==> config.mk <==
export PLATFORM = sky130hd
export DESIGN_NAME = damage_coprocessor
export DESIGN_NICKNAME = d
export VERILOG_FILES = /design/src/rtl/damage_coprocessor_pkg.sv /design/src/rtl/knockback_scaler.sv /design/src/rtl/damage_coprocessor.sv
export SDC_FILE = /design/constraint.sdc
export NUM_CORES = 1
export LEC_CHECK = 0
export CORE_ASPECT_RATIO = 0.7
export CORE_UTILIZATION = 55
export DETAILED_ROUTE_END_ITERATION = 8
export HOLD_SLACK_MARGIN = 0.12
export PLACE_DENSITY = 0.84
export SETUP_SLACK_MARGIN = 0.15
export SLEW_MARGIN = 40
export SYNTH_ARGS = -nofsm -noshare
export SYNTH_HDL_FRONTEND = slang
export SYNTH_SLANG_ARGS = --single-unit
==> constraint.sdc <==
create_clock -name clock -period 18.2 [get_ports clock]
set_input_delay 1.82 -clock clock [delete_from_list [all_inputs] [get_ports clock]]
set_output_delay 1.82 -clock clock [all_outputs]
set_load 0.05 [all_outputs]
==> src/rtl/damage_coprocessor_pkg.sv <==
// Shared definitions for the damage coprocessor: FSM state encoding,
// attack-word bit positions, decoded attack classes and the damage table.
// The bit positions and damage values are the ones the attack unit on the
// opponent side produces, so both sides stay in agreement.
package damage_coprocessor_pkg;

  typedef enum logic [1:0] {
    ST_IDLE    = 2'd0,
    ST_LATCH   = 2'd1,
    ST_STUN    = 2'd2,
    ST_RECOVER = 2'd3
  } state_e;

  typedef enum logic [2:0] {
    ATK_NONE     = 3'd0,
    ATK_JAB      = 3'd1,
    ATK_NSPECIAL = 3'd2,
    ATK_SPECIAL  = 3'd3,
    ATK_SMASH    = 3'd4
  } atk_e;

  // Opponent attack word layout
  localparam int unsigned ATK_HIT_BIT    = 0;
  localparam int unsigned ATK_SMASH_LO   = 1;   // smash U/D/L/R = [1..4]
  localparam int unsigned ATK_SMASH_HI   = 4;
  localparam int unsigned ATK_JAB_BIT    = 5;
  localparam int unsigned ATK_SPEC_LO    = 6;   // special U/D/L/R = [6..9]
  localparam int unsigned ATK_SPEC_HI    = 9;
  localparam int unsigned ATK_NSPEC_BIT  = 10;
  localparam int unsigned ATK_ACTIVE_BIT = 11;

  // Damage applied per attack class
  localparam logic [9:0] DMG_SMASH    = 10'd15;
  localparam logic [9:0] DMG_SPECIAL  = 10'd10;
  localparam logic [9:0] DMG_NSPECIAL = 10'd8;
  localparam logic [9:0] DMG_JAB      = 10'd3;

  // Priority: smash > directional special > neutral special > jab
  function automatic atk_e classify_attack(input logic [3:0] smash,
                                           input logic [3:0] special,
                                           input logic       nspecial,
                                           input logic       jab);
    atk_e t;
    if (|smash)        t = ATK_SMASH;
    else if (|special) t = ATK_SPECIAL;
    else if (nspecial) t = ATK_NSPECIAL;
    else if (jab)      t = ATK_JAB;
    else               t = ATK_NONE;
    return t;
  endfunction

  function automatic logic [9:0] damage_of(input atk_e t);
    logic [9:0] d;
    case (t)
      ATK_SMASH:    d = DMG_SMASH;
      ATK_SPECIAL:  d = DMG_SPECIAL;
      ATK_NSPECIAL: d = DMG_NSPECIAL;
      ATK_JAB:      d = DMG_JAB;
      default:      d = '0;
    endcase
    return d;
  endfunction

endpackage

==> src/rtl/knockback_scaler.sv <==
// Combinational knockback scaler for one axis.
//   kb      in  16  signed knockback component
//   damage  in  10  unsigned damage percent before the hit
//   scaled  out 16  signed launch component, saturated to [-32768, 32767]
// scaled = kb + floor(kb * damage / 2**KB_SHIFT)
module knockback_scaler #(
  parameter int unsigned KB_SHIFT = 7
) (
  input  logic [15:0] kb,
  input  logic [9:0]  damage,
  output logic [15:0] scaled
);

  logic signed [26:0] kb_ext;
  logic signed [26:0] dmg_ext;
  logic signed [26:0] product;
  logic signed [26:0] shifted;
  logic signed [27:0] sum;

  assign kb_ext  = {{11{kb[15]}}, kb};
  assign dmg_ext = {17'd0, damage};
  assign product = kb_ext * dmg_ext;
  assign shifted = product >>> KB_SHIFT;

  // The sum is carried at full product width so high damage saturates
  // instead of wrapping around before the clamp.
  assign sum = {shifted[26], shifted} + {{12{kb[15]}}, kb};

  always_comb begin
    scaled = sum[15:0];
    if (sum > 28'sd32767)       scaled = 16'h7FFF;
    else if (sum < -28'sd32768) scaled = 16'h8000;
  end

endmodule

==> src/rtl/damage_coprocessor.sv <==
// Receive-side damage coprocessor for one character. Detects opponent hit
// edges, accumulates damage, scales the opponent's knockback by the damage
// held before the hit into a launch vector, and runs a hitstun timer.
//   clock          in   1   system clock
//   reset          in   1   asynchronous active-low reset
//   opp_attack     in   32  opponent attack word ([0] hit, [11] attack active)
//   opp_knockback  in   32  opponent knockback {X, Y}, valid one clock after type
//   my_shield      in   1   own shield active
//   respawn        in   1   synchronous clear of damage and hit processing
//   damage         out  10  damage percent, saturating at DAMAGE_MAX
//   launch         out  32  scaled knockback {X, Y}, nonzero only in stun
//   hitstun        out  1   high while stunned
//   hit_pulse      out  1   one clock when a hit is applied
//   blocked_pulse  out  1   one clock when a hit edge meets an active shield
module damage_coprocessor
  import damage_coprocessor_pkg::*;
#(
  parameter logic [21:0] HITSTUN_CYCLES = 22'h200000,
  parameter logic [9:0]  DAMAGE_MAX     = 10'd999,
  parameter int unsigned KB_SHIFT       = 7
) (
  input  logic        clock,
  input  logic        reset,
  input  logic [31:0] opp_attack,
  input  logic [31:0] opp_knockback,
  input  logic        my_shield,
  input  logic        respawn,
  output logic [9:0]  damage,
  output logic [31:0] launch,
  output logic        hitstun,
  output logic        hit_pulse,
  output logic        blocked_pulse
);

  state_e      state_q, state_d;
  atk_e        type_q, type_d;
  logic        prev_hit_q;
  logic [9:0]  damage_q, damage_d;
  logic [31:0] launch_q, launch_d;
  logic        hitstun_q, hitstun_d;
  logic        hit_pulse_q, hit_pulse_d;
  logic        blocked_q, blocked_d;
  logic [21:0] cnt_q, cnt_d;

  logic        hit_edge;
  logic [15:0] scaled_x, scaled_y;
  logic [10:0] dmg_sum;
  logic        unused_attack_bits;

  assign unused_attack_bits = ^opp_attack[31:12];

  assign hit_edge = opp_attack[ATK_HIT_BIT] & ~prev_hit_q & opp_attack[ATK_ACTIVE_BIT];

  knockback_scaler #(.KB_SHIFT(KB_SHIFT)) u_scale_x (
    .kb     (opp_knockback[31:16]),
    .damage (damage_q),
    .scaled (scaled_x)
  );

  knockback_scaler #(.KB_SHIFT(KB_SHIFT)) u_scale_y (
    .kb     (opp_knockback[15:0]),
    .damage (damage_q),
    .scaled (scaled_y)
  );

  assign dmg_sum = {1'b0, damage_q} + {1'b0, damage_of(type_q)};

  always_comb begin
    state_d     = state_q;
    type_d      = type_q;
    damage_d    = damage_q;
    launch_d    = launch_q;
    hitstun_d   = hitstun_q;
    cnt_d       = cnt_q;
    hit_pulse_d = 1'b0;
    blocked_d   = 1'b0;

    if (respawn) begin
      state_d   = ST_IDLE;
      damage_d  = '0;
      launch_d  = '0;
      hitstun_d = 1'b0;
      cnt_d     = '0;
    end else begin
      case (state_q)
        ST_IDLE: begin
          if (hit_edge) begin
            if (my_shield) begin
              blocked_d = 1'b1;
              state_d   = ST_RECOVER;
            end else begin
              type_d  = classify_attack(opp_attack[ATK_SMASH_HI:ATK_SMASH_LO],
                                        opp_attack[ATK_SPEC_HI:ATK_SPEC_LO],
                                        opp_attack[ATK_NSPEC_BIT],
                                        opp_attack[ATK_JAB_BIT]);
              state_d = ST_LATCH;
            end
          end
        end
        ST_LATCH: begin
          // Scalers see damage_q, i.e. the damage before this hit lands.
          launch_d    = {scaled_x, scaled_y};
          damage_d    = (dmg_sum > {1'b0, DAMAGE_MAX}) ? DAMAGE_MAX : dmg_sum[9:0];
          hit_pulse_d = 1'b1;
          hitstun_d   = 1'b1;
          cnt_d       = HITSTUN_CYCLES - 22'd1;
          state_d     = ST_STUN;
        end
        ST_STUN: begin
          if (cnt_q == '0) begin
            launch_d  = '0;
            hitstun_d = 1'b0;
            state_d   = ST_RECOVER;
          end else begin
            cnt_d = cnt_q - 22'd1;
          end
        end
        ST_RECOVER: begin
          if (!opp_attack[ATK_ACTIVE_BIT]) state_d = ST_IDLE;
        end
        default: state_d = ST_IDLE;
      endcase
    end
  end

  always_ff @(posedge clock or negedge reset) begin
    if (!reset) begin
      state_q     <= ST_IDLE;
      type_q      <= ATK_NONE;
      prev_hit_q  <= 1'b0;
      damage_q    <= '0;
      launch_q    <= '0;
      hitstun_q   <= 1'b0;
      hit_pulse_q <= 1'b0;
      blocked_q   <= 1'b0;
      cnt_q       <= '0;
    end else begin
      state_q     <= state_d;
      type_q      <= type_d;
      prev_hit_q  <= opp_attack[ATK_HIT_BIT];
      damage_q    <= damage_d;
      launch_q    <= launch_d;
      hitstun_q   <= hitstun_d;
      hit_pulse_q <= hit_pulse_d;
      blocked_q   <= blocked_d;
      cnt_q       <= cnt_d;
    end
  end

  assign damage        = damage_q;
  assign launch        = launch_q;
  assign hitstun       = hitstun_q;
  assign hit_pulse     = hit_pulse_q;
  assign blocked_pulse = blocked_q;

endmodule

==> summary.txt, run 1 <==
Clock tree
  • Cts bufs inserted: 9
  • Clock slew at reported path FFs: roughly 70 ps
  • CTS resizes: 0
  • CTS Hold Bufs: 0
  • CTS tree: done
  • Worst-Skew Late Latency: about 350 ps
  • Clock Tree Buf Depth: 2
  • Post-CTS repair timing setup buffer count: 0
  • Htree depth: 3
  • Root Buffer: clkbuf_16
  • TritonCTS Sinks: between 70 and 80

Synth
  • Syn nets: around 2,600
  • Mean area per synthesized cell: slightly below 9 um^2
  • Post-Synthesis Cells: between 2,000 and 2,500
  • Sequential area share after synthesis: 10.4%
  • Most frequent cells after synthesis: inv_1 (368), fa_1 (291), nand2_1 (226)
  • Most used DFF post-synth: dfrtp_1
  • Mapped Area: between 15,000 and 20,000 um^2
  • Cells taking the most area after synthesis: fa_1 (33%), ha_1 (12%), dfrtp_1 (10%)
  • Warnings from Yosys: 0
  • Yosys top cell by area: fa_1
  • Synthesized flop and latch total: 73
  • Yosys top cell area share: ~33%
  • Synth unique cells: slightly below 80
  • EDFF count, synth: 0
  • FFs w/ async S/R, synth: between 90% and 100%
  • Count leader, synth: inv_1

Power
  • VDD IR max: 0.113 mV
  • Pint: roughly 1.3 mW
  • Clock network power share: between 5 and 6%
  • Sequential share of power: a little over 8%
  • Net switching power: 1.75 mW
  • Combinational share of power: between 80% and 90%
  • Switching Share: a little under three fifths
  • Cell Pwr Density: ~160 nW/um^2
  • Total power: 3.08 mW
  • Lkg Pwr: ~9.7 nW

Timing
  • Fin. max-slew vios: 0
  • Final Cycle Share: a little under three fifths
  • Setup TNS: 0 ps
  • FMAX: ~100 MHz
  • Number of failing hold endpoints at the final stage: 0
  • Max_slew headroom: 46.3%
  • Worst Skew: roughly 11 ps
  • RSZ-0062 raised after global routing: no
  • Slew of the pin with the lowest slew margin: about 800 ps
  • Minimum clock period: 10,280 ps
  • # setup viols final: 0

Floorplan
  • Io pins: 113
  • Row cnt: 54
  • Total die area: 32,800 um^2
  • Initial Util: approximately 56%
  • Die boundary height: approximately 150 um
  • Die X: around 220 um
  • Core area: 31,400 um^2

Worst setup path
  • WP data arrival: around 10,000 ps
  • Max FO, Critical Path: 15
  • Crit path max-delay cell type: clkdlybuf4s50_1
  • Max incr delay on CP: around 900 ps
  • Startpoint types: primary input
  • CP Class: primary input to flip-flop
  • Most frequent cell on the critical path: fa_1
  • Crit path capture type: flip-flop
  • Delay-heaviest family, CP: compound AO/OA/AOI/OAI gates
  • CP required: about 18,000 ps
  • CP Buf/Inv Count: 4

Drt
  • Vias: between 10,000 and 15,000
  • Routed wire length per instance: approximately 17 um
  • DR vias/cell: 5.76
  • Remaining antenna violation count: 0
  • Starting DRT DRC Count: between 1,000 and 1,500
  • DR DRC count: 0
  • TritonRoute pass-1 iters: 6
  • Final wirelength: around 43,000 um

GRT
  • GRT busiest layer: met2
  • Vias in the first global route: between 10,000 and 15,000
  • Antenna violations before repair: 0
  • Largest net degree at the start of global routing: 74
  • Met2 GRT Util: between 40% and 50%
  • Global route overflow: 0
  • Met3 global-route usage: just under 5%
  • Tot GR Track Use: a little over a quarter
  • First-pass GRT wire length: 73,800 um
  • Met1 GRT Util: between 30 and 40%

Min path
  • Hold Crit Class: flip-flop to flip-flop

Placed design
  • Number of port buffers: 92
  • Hpwl dp: roughly 34,000 um
  • Final GP Congestion: roughly 0.9
  • Post-DP Area: 18,800 um^2

Layout
  • Design Area, Final: around 19,000 um^2
  • Syn-to-layout area delta: 8.41%
  • Multi-input gate area: 14,100 um^2
  • Share of post-route cells with drive strength above 1: under 10%
  • Seq. cell area: ~1800 um^2
  • Diodes inserted: 0
  • Fillers: about 2,600
  • Final nets: 2,583

Run status
  • Outcome: finished, final reports clean

Flow run
  • Max-cap violations: 0
cell type report:
cell class	count	share of cell area [%]
clock buffers	9	1.18
clock inverters	7	0.321
inverters	368	7.22
multi-input cells	1491	73.5
flip-flops and latches	73	9.55
well taps	420	2.75
repair buffers	109	5.49
routing by layer:
metal,vias to the layer above,wire [um],part of all wire (%)
li1,6513,-,-
met1,7039,18700,44
met2,636,19500,46
met3,69,3850,9.0
met4,0,646,1.5
met5,-,0,0
metrics by stage:
step / util [%] / setup slack (ps) / hold WS (ps) / cells
after floorplan: - / 9050 / 464 / 2026
after global placement: 60.0 / 7520 / 461 / 2459
after detailed placement: 60.1 / 7790 / 475 / 2461
after CTS: 61.0 / 8080 / 490 / 2477
after global routing: 61.0 / 7540 / 526 / 2477
final: 61.0 / 7920 / 486 / 2477
registers in the layout, summed over array words and instances (netlist names):
register	flops
launch	32
cnt_q	22
damage	10
type_q	3
state_q	2
blocked_pulse	1
hit_pulse	1
hitstun	1
prev_hit_q	1
final timing paths:
kind | start | endpoint | slack (ps) | cells after the start
worst max-delay path | opp_knockback[23] | launch[18]$_DFFE_PN0P_ | 7920 | 26
worst min-delay path | launch[31]$_DFFE_PN0P_ | launch[31]$_DFFE_PN0P_ | 490 | 2
worst max register to register | damage[4]$_DFFE_PN0P_ | launch[18]$_DFFE_PN0P_ | 9290 | 26
worst min register to register | launch[31]$_DFFE_PN0P_ | launch[31]$_DFFE_PN0P_ | 490 | 2
max in group asynchronous | reset | launch[23]$_DFFE_PN0P_ | 16210 | 1
min in group asynchronous | reset | cnt_q[0]$_DFFE_PN0P_ | 1480 | 1
cell families (layout without fill, tap and decap cells):
group / count (synthesis) / after routing / synth area share (%)
AO/OA/AOI/OAI: 322 / 322 / 12.8
XOR/XNOR: 72 / 72 / 3.58
adder cells (fa/ha/maj): 463 / 463 / 45.2
buffers and inverters: 462 / 493 / 10.1
flip-flops: 73 / 73 / 10.4
multiplexers: 5 / 5 / 0.284
AND/OR/NAND/NOR: 629 / 629 / 17.7
layout by cell type, fill, tap and decap left out, types with 9 or more instances in the layout:
master / instances
or3_1: 11
o21ai_0: 32
buf_4: 17
a211oi_1: 30
a21oi_1: 72
a31oi_1: 12
nand2_1: 226
nand3_1: 27
a21oi_2: 11
fa_1: 291
a22oi_1: 18
xnor2_1: 56
dfrtp_1: 73
o21a_1: 17
clkdlybuf4s50_1: 91
a211oi_2: 12
nor3_1: 27
ha_1: 171
nor2_1: 95
xor2_1: 16
inv_1: 368
a21o_1: 29
clkbuf_16: 9
nor2b_1: 15
and3_1: 10
nand2b_1: 12
o21ai_1: 25
and2_1: 159
nand4_1: 14
power by group through the flow:
stage / Combinational, mW / Sequential, mW / Clock (mW)
2_1_floorplan: 1.96 / 0.304 / 0
3_3_place_gp: 2.47 / 0.251 / 0
3_5_place_dp: 2.57 / 0.253 / 0
4_1_cts: 2.62 / 0.252 / 0.181
5_1_grt: 2.96 / 0.260 / 0.186
6_report: 2.65 / 0.253 / 0.179
worst min-delay path, stage by stage (launching register included):
cell and delay [ps]:
dfrtp_1 340, nand2_1 50, o21ai_1 60
Note: power is estimated with default switching activity, not from simulation.
==> inputs of run 2 (changes only) <==
PLACE_DENSITY = 0.87   (was 0.84)
clock period = 8.7 ns   (was 18.2 ns; I/O delays follow)
==> summary.txt, run 2 (same netlist as run 1, synthesis figures left out) <==
Run status
  • Outcome: finished, final reports clean

Worst setup path
  • Crit path max-delay cell type: fa_1
  • Startpoint types: primary input
  • Most frequent cell on the critical path: fa_1
  • CP Class: primary input to flip-flop
  • Max incr delay on CP: between 500 and 600 ps
  • R2R setup slack: 480 ps
  • RR Endpoint: launch[18]$_DFFE_PN0P_
  • Crit path capture type: flip-flop
  • FF-to-FF Start: damage[3]$_DFFE_PN0P_
  • Max FO, Critical Path: 7
  • WP data arrival: between 8000 and 9000 ps
  • R2R cell count: 31
  • CP required: ~9000 ps

Min path
  • Hold Startpoint: hitstun$_DFFE_PN0P_
  • Hold Crit Endpoint: hitstun$_DFFE_PN0P_
  • Hold path cells: 2
  • Hold Crit Class: flip-flop to flip-flop

Flow run
  • Max-cap violations: 0

Power
  • Pint: between 3 and 4 mW
  • Lkg Pwr: 10.5 nW
  • Combinational share of power: between 80 and 90%
  • VDD IR max: about 0.24 mV
  • Net switching power: slightly below 4 mW
  • Sequential share of power: roughly 7.9%
  • Switching Share: about 55%
  • Cell Pwr Density: 353 nW/um^2
  • Clock network power share: 5.6%

Timing
  • Number of failing hold endpoints at the final stage: 0
  • Minimum clock period: between 8000 and 9000 ps
  • Final Cycle Share: between 90% and 100%
  • # setup viols final: 0
  • FMAX: between 100 and 150 MHz
  • Fin. max-slew vios: 0
  • Worst Skew: 7.75 ps
  • Min Hold Slack: 485 ps
  • Slew of the pin with the lowest slew margin: between 700 and 800 ps
  • Max_slew headroom: about half
  • RSZ-0062 raised after global routing: no

Drt
  • DR DRC count: 0
  • Remaining antenna violation count: 0
  • Routed wire length per instance: 18.2 um
  • Starting DRT DRC Count: about 1,400
  • Vias: roughly 15,000
  • Final wirelength: between 40,000 and 50,000 um
  • TritonRoute pass-1 iters: 6
  • DR vias/cell: roughly 5.8

Floorplan
  • Io pins: between 100 and 150
  • Total die area: around 33,000 um^2
  • Die X: about 220 um
  • Die boundary height: around 150 um
  • Core area: between 30,000 and 40,000 um^2
  • Initial Util: a little under three fifths
  • Row cnt: 54

Layout
  • Syn-to-layout area delta: 15.3%
  • Design Area, Final: 20,300 um^2
  • Commonest cells after routing, fill and taps aside: inv_1 (368), fa_1 (290), nand2_1 (226), ha_1 (170), and2_1 (159)
  • Share of post-route cells with drive strength above 1: 11.0%
  • Multi-input gate area: between 10,000 and 15,000 um^2
  • Commonest non-fill, non-tap cell in the layout: inv_1
  • Largest register FFs: 32
  • Seq. cell area: roughly 1800 um^2
  • Fillers: about 2,300
  • Final nets: around 2,700

Clock tree
  • Worst-Skew Late Latency: 350 ps
  • Root Buffer: clkbuf_16
  • Cts bufs inserted: 9
  • Htree depth: 3
  • CTS tree: done
  • Clock slew at reported path FFs: 60 ps
  • Clock Tree Buf Depth: 2
  • TritonCTS Sinks: 73

Placed design
  • Final GP Congestion: ~0.96
  • Number of port buffers: between 90 and 100
  • Hpwl dp: about 38,000 um
  • Post-DP Area: about 20,000 um^2

GRT
  • Vias in the first global route: 16,100
  • First-pass GRT wire length: 79,900 um
  • Largest net degree at the start of global routing: 74
  • Antenna violations before repair: 5
  • Global route overflow: 0
  • Tot GR Track Use: 29.9%
## run 2: cell types whose count changed in the layout (fill, tap and decap cells not counted), sizes merged
cell | previous run | this run
buf | 18 | 149
clkinvlp | 2 | 1
diode | 0 | 6
clkinv | 1 | 0
dlymetal6s2s | 0 | 17
dlygate4sd2 | 0 | 2
inv | 372 | 373
clkbuf | 9 | 16
clkdlybuf4s50 | 91 | 66
bufinv | 0 | 1
## run 2: worst max-delay path: cells and delay by family
family / cells / cell delay, ps
xor gates and xnor gates: 1 / 150
adders and majority gates: 7 / 3220
and+or+nand+nor: 5 / 1150
buffers and inverters: 9 / 1550
AOI/OAI and AO/OA: 9 / 1660
## run 2: area by class of cell
| cell class | count | share of cell area, % |
|---|---|---|
| well taps | 420 | 2.58 |
| clock buffers | 9 | 1.11 |
| diodes | 6 | 0.0738 |
| inverters | 368 | 6.79 |
| multi-input cells | 1491 | 69.6 |
| repair buffers | 241 | 10.4 |
| clock inverters | 7 | 0.412 |
| flip-flops and latches | 73 | 9.04 |
## run 2: how the worst max path moves through the flow
| stage | endpoint | startpoint |
|---|---|---|
| CTS | launch[18]$_DFFE_PN0P_ | opp_knockback[22] |
| global route | launch[14]$_DFFE_PN0P_ | opp_knockback[10] |
| detailed placement | launch[1]$_DFFE_PN0P_ | opp_knockback[8] |
| floorplan | launch[14]$_DFFE_PN0P_ | damage[4]$_DFFE_PN0P_ |
| finish | launch[14]$_DFFE_PN0P_ | opp_knockback[10] |
| global placement | launch[1]$_DFFE_PN0P_ | opp_knockback[8] |
## run 2: per-layer routing
| metal | up-vias | GRT usage (%) | share of wire (%) |
|---|---|---|---|
| li1 | 6785 | - | - |
| met1 | 7492 | 42.9 | 42 |
| met2 | 792 | 46.7 | 47 |
| met3 | 96 | 5.47 | 9.7 |
| met4 | 0 | 8.32 | 1.9 |
| met5 | - | 0 | 0 |
## run 2: what timing repair did
item                                    CTS  global route
endpoints found under the setup margin   30            30
hold buffers                              0             0
setup buffers                             1             5
pin swaps                                 1            13
gates cloned                              0             1
resized for setup                        10            62
## run 2: power by group through the flow
stage / registers [mW] / clock network, mW / logic (mW)
6_report: 0.569 / 0.401 / 6.21
5_1_grt: 0.579 / 0.416 / 6.85
4_1_cts: 0.561 / 0.400 / 5.99
3_5_place_dp: 0.563 / 0 / 5.81
3_3_place_gp: 0.556 / 0 / 5.57
2_1_floorplan: 0.636 / 0 / 4.10
## run 2: metrics by stage
stage                     power [mW]  worst slack (ps)  std cells  TNS, ps  util, %
final                           7.18               377       2615        0     64.9
after global routing            7.84               122       2614        0     64.9
after CTS                       6.95               135       2603        0     64.2
after detailed placement        6.37              -343       2586    -7970     63.1
after global placement          6.12              -192       2586    -1870     63.1
after floorplan                 4.73               393       2026        0        -
